$ cat config.mk
export PLATFORM = sky130hd
export DESIGN_NAME = debounce_multi
export DESIGN_NICKNAME = d
export VERILOG_FILES = /design/src/rtl/debounce_pkg.sv /design/src/rtl/debounce_chan.sv /design/src/rtl/debounce_multi.sv
export SDC_FILE = /design/constraint.sdc
export NUM_CORES = 1
export LEC_CHECK = 0
export BUFFER_PORTS_ARGS = -buffer_cell sky130_fd_sc_hd__buf_2
export CAP_MARGIN = 20
export CORE_UTILIZATION = 40
export CTS_BUF_LIST = sky130_fd_sc_hd__clkbuf_4 sky130_fd_sc_hd__clkbuf_8
export DETAILED_ROUTE_END_ITERATION = 16
export PLACE_DENSITY = 0.65
export SYNTH_ARGS = -nofsm -noshare
export SYNTH_HDL_FRONTEND = slang
export SYNTH_SLANG_ARGS = --single-unit
$ cat constraint.sdc
create_clock -name clk -period 4.9 [get_ports clk]
set_input_delay 0.245 -clock clk [delete_from_list [all_inputs] [get_ports clk]]
set_output_delay 0.245 -clock clk [all_outputs]
set_load 0.1 [all_outputs]
$ cat src/rtl/debounce_pkg.sv
// Shared types for the multi-channel debouncer: per-channel filter state encoding
// and the level each state presents on db_level.
package debounce_pkg;

  typedef enum logic [1:0] {
    ZERO  = 2'd0,
    WAIT1 = 2'd1,
    ONE   = 2'd2,
    WAIT0 = 2'd3
  } state_t;

  // A channel keeps showing its old level while it waits for the change to qualify.
  function automatic logic level_of(input state_t st);
    return (st == ONE) || (st == WAIT0);
  endfunction

endpackage

$ cat src/rtl/debounce_chan.sv
// One debouncer channel: input synchroniser, 4-state stability filter with a
// down-counter, and registered level / rise / fall outputs.
module debounce_chan
  import debounce_pkg::*;
#(
  parameter int   HOLD        = 2000000,
  parameter int   SYNC_STAGES = 2,
  parameter logic INIT_LEVEL  = 1'b0
) (
  input  logic clk,
  input  logic reset,
  input  logic sw,
  output logic level,
  output logic rise,
  output logic fall,
  output logic tick_next
);

  localparam int               CNT_W      = $clog2(HOLD + 1);
  localparam logic [CNT_W-1:0] CNT_LOAD   = CNT_W'(HOLD - 1);
  localparam state_t           STATE_INIT = INIT_LEVEL ? ONE : ZERO;

  logic [SYNC_STAGES-1:0] sync_q;
  logic                   s;
  state_t                 state, state_d;
  logic [CNT_W-1:0]       cnt, cnt_d;
  logic                   level_d, rise_d, fall_d;

  // NOTE: sequential state uses non-blocking assignments so every flop samples pre-edge values.
  always_ff @(posedge clk or posedge reset) begin
    if (reset) sync_q <= {SYNC_STAGES{INIT_LEVEL}};
    else       sync_q <= {sync_q[SYNC_STAGES-2:0], sw};
  end

  assign s = sync_q[SYNC_STAGES-1];

  always_ff @(posedge clk or posedge reset) begin
    if (reset) begin
      state <= STATE_INIT;
      cnt   <= '0;
      level <= INIT_LEVEL;
      rise  <= 1'b0;
      fall  <= 1'b0;
    end else begin
      state <= state_d;
      cnt   <= cnt_d;
      level <= level_d;
      rise  <= rise_d;
      fall  <= fall_d;
    end
  end

  // NOTE: defaults before the case keep this block free of inferred latches.
  always_comb begin
    state_d = state;
    cnt_d   = cnt;
    unique case (state)
      ZERO: begin
        if (s) begin
          state_d = WAIT1;
          cnt_d   = CNT_LOAD;
        end
      end
      WAIT1: begin
        if (!s)             state_d = ZERO;
        else if (cnt == '0) state_d = ONE;
        else                cnt_d   = cnt - CNT_W'(1);
      end
      ONE: begin
        if (!s) begin
          state_d = WAIT0;
          cnt_d   = CNT_LOAD;
        end
      end
      WAIT0: begin
        if (s)              state_d = ONE;
        else if (cnt == '0) state_d = ZERO;
        else                cnt_d   = cnt - CNT_W'(1);
      end
    endcase
  end

  // Ticks fire only on a completed wait, never on an aborted one.
  always_comb begin
    level_d = level_of(state_d);
    rise_d  = (state == WAIT1) && (state_d == ONE);
    fall_d  = (state == WAIT0) && (state_d == ZERO);
  end

  assign tick_next = rise_d | fall_d;

endmodule

$ cat src/rtl/debounce_multi.sv
// N-channel switch debouncer: independent per-channel filters plus a combined
// any_tick flag aligned with the individual rise/fall ticks.
module debounce_multi #(
  parameter int   CH          = 4,
  parameter int   HOLD        = 2000000,
  parameter int   SYNC_STAGES = 2,
  parameter logic INIT_LEVEL  = 1'b0
) (
  input  logic          clk,
  input  logic          reset,
  input  logic [CH-1:0] sw,
  output logic [CH-1:0] db_level,
  output logic [CH-1:0] rise_tick,
  output logic [CH-1:0] fall_tick,
  output logic          any_tick
);

  logic [CH-1:0] tick_next;

  for (genvar g = 0; g < CH; g++) begin : g_chan
    debounce_chan #(
      .HOLD        (HOLD),
      .SYNC_STAGES (SYNC_STAGES),
      .INIT_LEVEL  (INIT_LEVEL)
    ) u_chan (
      .clk       (clk),
      .reset     (reset),
      .sw        (sw[g]),
      .level     (db_level[g]),
      .rise      (rise_tick[g]),
      .fall      (fall_tick[g]),
      .tick_next (tick_next[g])
    );
  end

  // Registered from the channels' next-tick terms so it lands in the same cycle as the ticks.
  always_ff @(posedge clk or posedge reset) begin
    if (reset) any_tick <= 1'b0;
    else       any_tick <= |tick_next;
  end

endmodule

==> flow_summary_export.csv <==
group,metric,value,unit
sta,worst-slew-pin-transition,0.921,ns
setup_path,reg2reg_setup_slack,1.98,ns
power,vdd_drop_max,0.237,mV
yosys,postSynth.topFlopCell,"dfrtp_1",
setup_path,cp_data_arrival_time,3.29,ns
power,power_per_cell_area,349,nW/µm²
routing,drt_pre_antenna_iters,7,
cts,post_cts.resized_instances,0,
die,fp.dieArea,14900,µm²
setup_path,critPathMaxFanout,16,
place,hpwl_reported_at_the_end_of_detailed_placement,8160,µm
global_routing,grt_max_degree,77,
die,io_pins,19,
cells_and_area,drive_above_1_share,11.9,%
flow_run,max_cap_violations,0,
cts,clock-sinks,113,
sta,final.min_clock_period,2.92,ns
sta,setup_viol,0,
yosys,synth.avg_cell_area,9.69,µm²
global_routing,gr-usage-all-layers,18.6,%
routing,detail-route-antenna-nets,0,
routing,vias_per_cell,5.86,
die,rows,43,
yosys,ys_warn_count,0,
sta,slew_violations,0,
place,globalplace.congestion,0.827,
setup_path,critical_path.n_buffers_inverters,1,
place,dpl_worst_slack,2.02,ns
setup_path,regToRegEndpoint,"g_chan[3].u_chan.cnt[5]",
setup_path,cell_chain_of_the_critical_path,"nor4_1 > nand4_1 > o21ai_2 > inv_1 > nand4_1 > o311a_1",
setup_path,worstPathRequired,5.27,ns
sta,tightest_slew_margin_relative_to_the_limit,38.6,%
global_routing,grt_first_pass_wirelength,22000,µm
die,height_of_the_die,122,µm
hold_path,timing.hold.worst.class,"input port to async pin",
sta,final.period_utilization,59.7,%
setup_path,critical-path-top-delay-family,"simple AND/OR/NAND/NOR gates",
yosys,number_of_synthesized_flops_with_an_enable_pin,0,
yosys,synth_top_area_share,48.9,%
yosys,synthesis.nets,607,
global_routing,first_global_vias,4728,
sta,hold_viol_final,0,
cells_and_area,nNetsFinal,618,
setup_path,r2r_cells,6,
setup_path,timing.setup.critical_path_class,"flip-flop to flip-flop",
outcome,run_status,"finished, final reports clean",
cts,worstSkewPairLatency,0.43,ns
die,width_of_the_die,122,µm
sta,fin_tns_setup,0,ns
yosys,synth.yosys.seq_area_share,48.9,%
setup_path,worst_setup_path_start_kind,"flip-flop",
yosys,yosys_register_bits,113,
yosys,synth-async-reset-ratio,100,%
power,power.static_leakage,2.53,nW
die,design.core.area,14000,µm²
cts,clk_transition_reported_paths,0.07,ns
yosys,netlist_top_cells_count,"dfrtp_1 (113), nand2_1 (54), nor2_1 (51)",
yosys,synth_area,5780,µm²
global_routing,grt_antenna_before_repair,0,
cts,clockBufferDepth,2,
sta,skew,0.0111,ns
place,buffer_ports.inserted,18,
sta,rsz_0062_raised_after_global_routing,"false",
cells_and_area,final_core_util,46.2,%
routing,post_drt_wl_per_cell,15.8,µm
yosys,netlist-cell-type-count,65,
routing,remaining_drc_errors,0,
setup_path,slowest_stage,"nor4_1",
sta,postLayoutSetupSlackWorst,1.98,ns
cts,clock_buffers_created_by_tritoncts,17,
routing,via_count,4690,
yosys,dominant_cell_type_by_area_after_synthesis,"dfrtp_1",
global_routing,grt.overflow.total,0,
yosys,leading_cell_type_by_number_of_instances_after_synthesis,"dfrtp_1",
setup_path,critical_path.reg2reg.startpoint,"g_chan[3].u_chan.cnt[3]",
cts,tritoncts_clock_tree,"yes",
cells_and_area,insertedDiodeCount,0,
cts,cts-htree-levels,4,
routing,route.final.wire_length,12600,µm
cts,ctsRootBufferMaster,"clkbuf_8",
yosys,synthesized_instance_count,597,
yosys,yosys-top-cells-area,"dfrtp_1 (49%), nand2_1 (3.5%), nor2_1 (3.3%)",
setup_path,critical_path.endpoint_type,"flip-flop",
cells_and_area,area_growth_syn_to_layout,11.8,%
die,initial_utilization,41.3,%
setup_path,worst_path_most_repeated_cell,"nand4_1",
sta,max_freq,0.342,GHz
setup_path,timing.critical_path.slowest_cell_delay,0.73,ns
cells_and_area,fill_cells,1316,
routing,drt_first_iter_violations,414,
## worst reg2reg max path, stage by stage (launching register included)
cell and delay, ns:
dfrtp_1 0.43, nor4_1 0.73, nand4_1 0.29, o21ai_2 0.62, inv_1 0.41, nand4_1 0.21
o311a_1 0.18
## area by class of cell
class | count | area [µm²] | share of cell area [%]
Clock buffer | 21 | 277 | 4.28
Inverter | 20 | 77.6 | 1.20
Tap cell | 180 | 225 | 3.48
Clock inverter | 11 | 208 | 3.21
Timing Repair Buffer | 25 | 150 | 2.32
Multi-Input combinational cell | 431 | 2700 | 41.8
Sequential cell | 113 | 2830 | 43.7
## registers in the layout, indices dropped and copies added (netlist names)
register and count:
g_chan.u_chan.rise 4, g_chan.u_chan.cnt 84, g_chan.u_chan.sync_q 8, any_tick 1, g_chan.u_chan.state 8, g_chan.u_chan.level 4, g_chan.u_chan.fall 4
## how the worst max path moves through the flow
| stage | from | end | slack [ns] | depth (start not counted) |
|---|---|---|---|---|
| finish | g_chan[3].u_chan.cnt[3] | g_chan[3].u_chan.cnt[5] | 1.98 | 6 |
| global route | g_chan[3].u_chan.cnt[3] | g_chan[3].u_chan.cnt[6] | 1.67 | 6 |
| CTS | g_chan[3].u_chan.cnt[3] | g_chan[3].u_chan.cnt[5] | 1.98 | 6 |
| detailed placement | g_chan[3].u_chan.cnt[3] | g_chan[3].u_chan.cnt[5] | 2.02 | 6 |
| global placement | g_chan[3].u_chan.cnt[3] | g_chan[3].u_chan.cnt[8] | 2.10 | 6 |
| floorplan | reset | any_tick | 1.67 | 1 |
## per-stage QoR
| stage | std cells | hold WS (ns) | area (µm²) | power [mW] |
|---|---|---|---|---|
| 2_1_floorplan | 597 | 0.276 | 5780 | 1.16 |
| 3_3_place_gp | 764 | 0.332 | 5940 | 1.19 |
| 3_5_place_dp | 764 | 0.336 | 5940 | 1.20 |
| 4_1_cts | 800 | 0.0368 | 6460 | 2.29 |
| 5_1_grt | 801 | 0.103 | 6470 | 2.35 |
| 6_report | 801 | 0.0240 | 6470 | 2.26 |
## routing by layer
metal	up-vias	GRT usage, %	wire length, µm
met5	-	0	0
met4	0	6.71	129
met3	12	4.93	597
met2	118	30.1	6070
met1	2314	24.0	5840
li1	2246	-	-
## timing repair
action | in CTS | in global routing
buffers inserted | 0 | 0
endpoints found under the hold margin | 4 | 0
hold buffers | 4 | 0
## kinds of logic after synthesis
kind of cell	after synthesis	share of synthesized area (%)
xor gates and xnor gates	23	3.48
DFF	113	48.9
and+or+nand+nor	263	24.8
AOI/OAI and AO/OA	128	15.2
adders and majority gates	4	0.865
buffers and inverters	53	4.37
muxes	13	2.42
## power by group
group,total (mW),switching [mW],internal [mW]
clock network,1.07,0.377,0.692
registers,1.04,0.0669,0.977
logic,0.144,0.0897,0.0545
## cell usage in the layout, fill, tap and decap left out, types with 5 or more instances in the layout
master	netlist	routed
nand4b_1	6	6
nand2b_1	9	9
and2_1	7	7
and3_1	8	8
or3_1	12	12
o211ai_1	8	8
nand4_1	14	14
mux2_2	8	8
a21oi_1	26	26
mux2i_1	5	5
nor4_1	19	19
clkbuf_8	0	19
nor3b_1	11	11
inv_1	19	18
xor2_1	8	8
a311oi_1	8	8
o21ai_0	23	23
nor2_1	51	51
o31ai_1	8	8
buf_2	4	19
dfrtp_1	113	113
nor3_1	19	19
bufinv_16	0	6
a31oi_1	12	12
a211oi_1	6	6
nand3_1	24	24
xnor2_1	15	15
nand2_1	54	54
No activity file was read; power rests on OpenSTA's default activity.
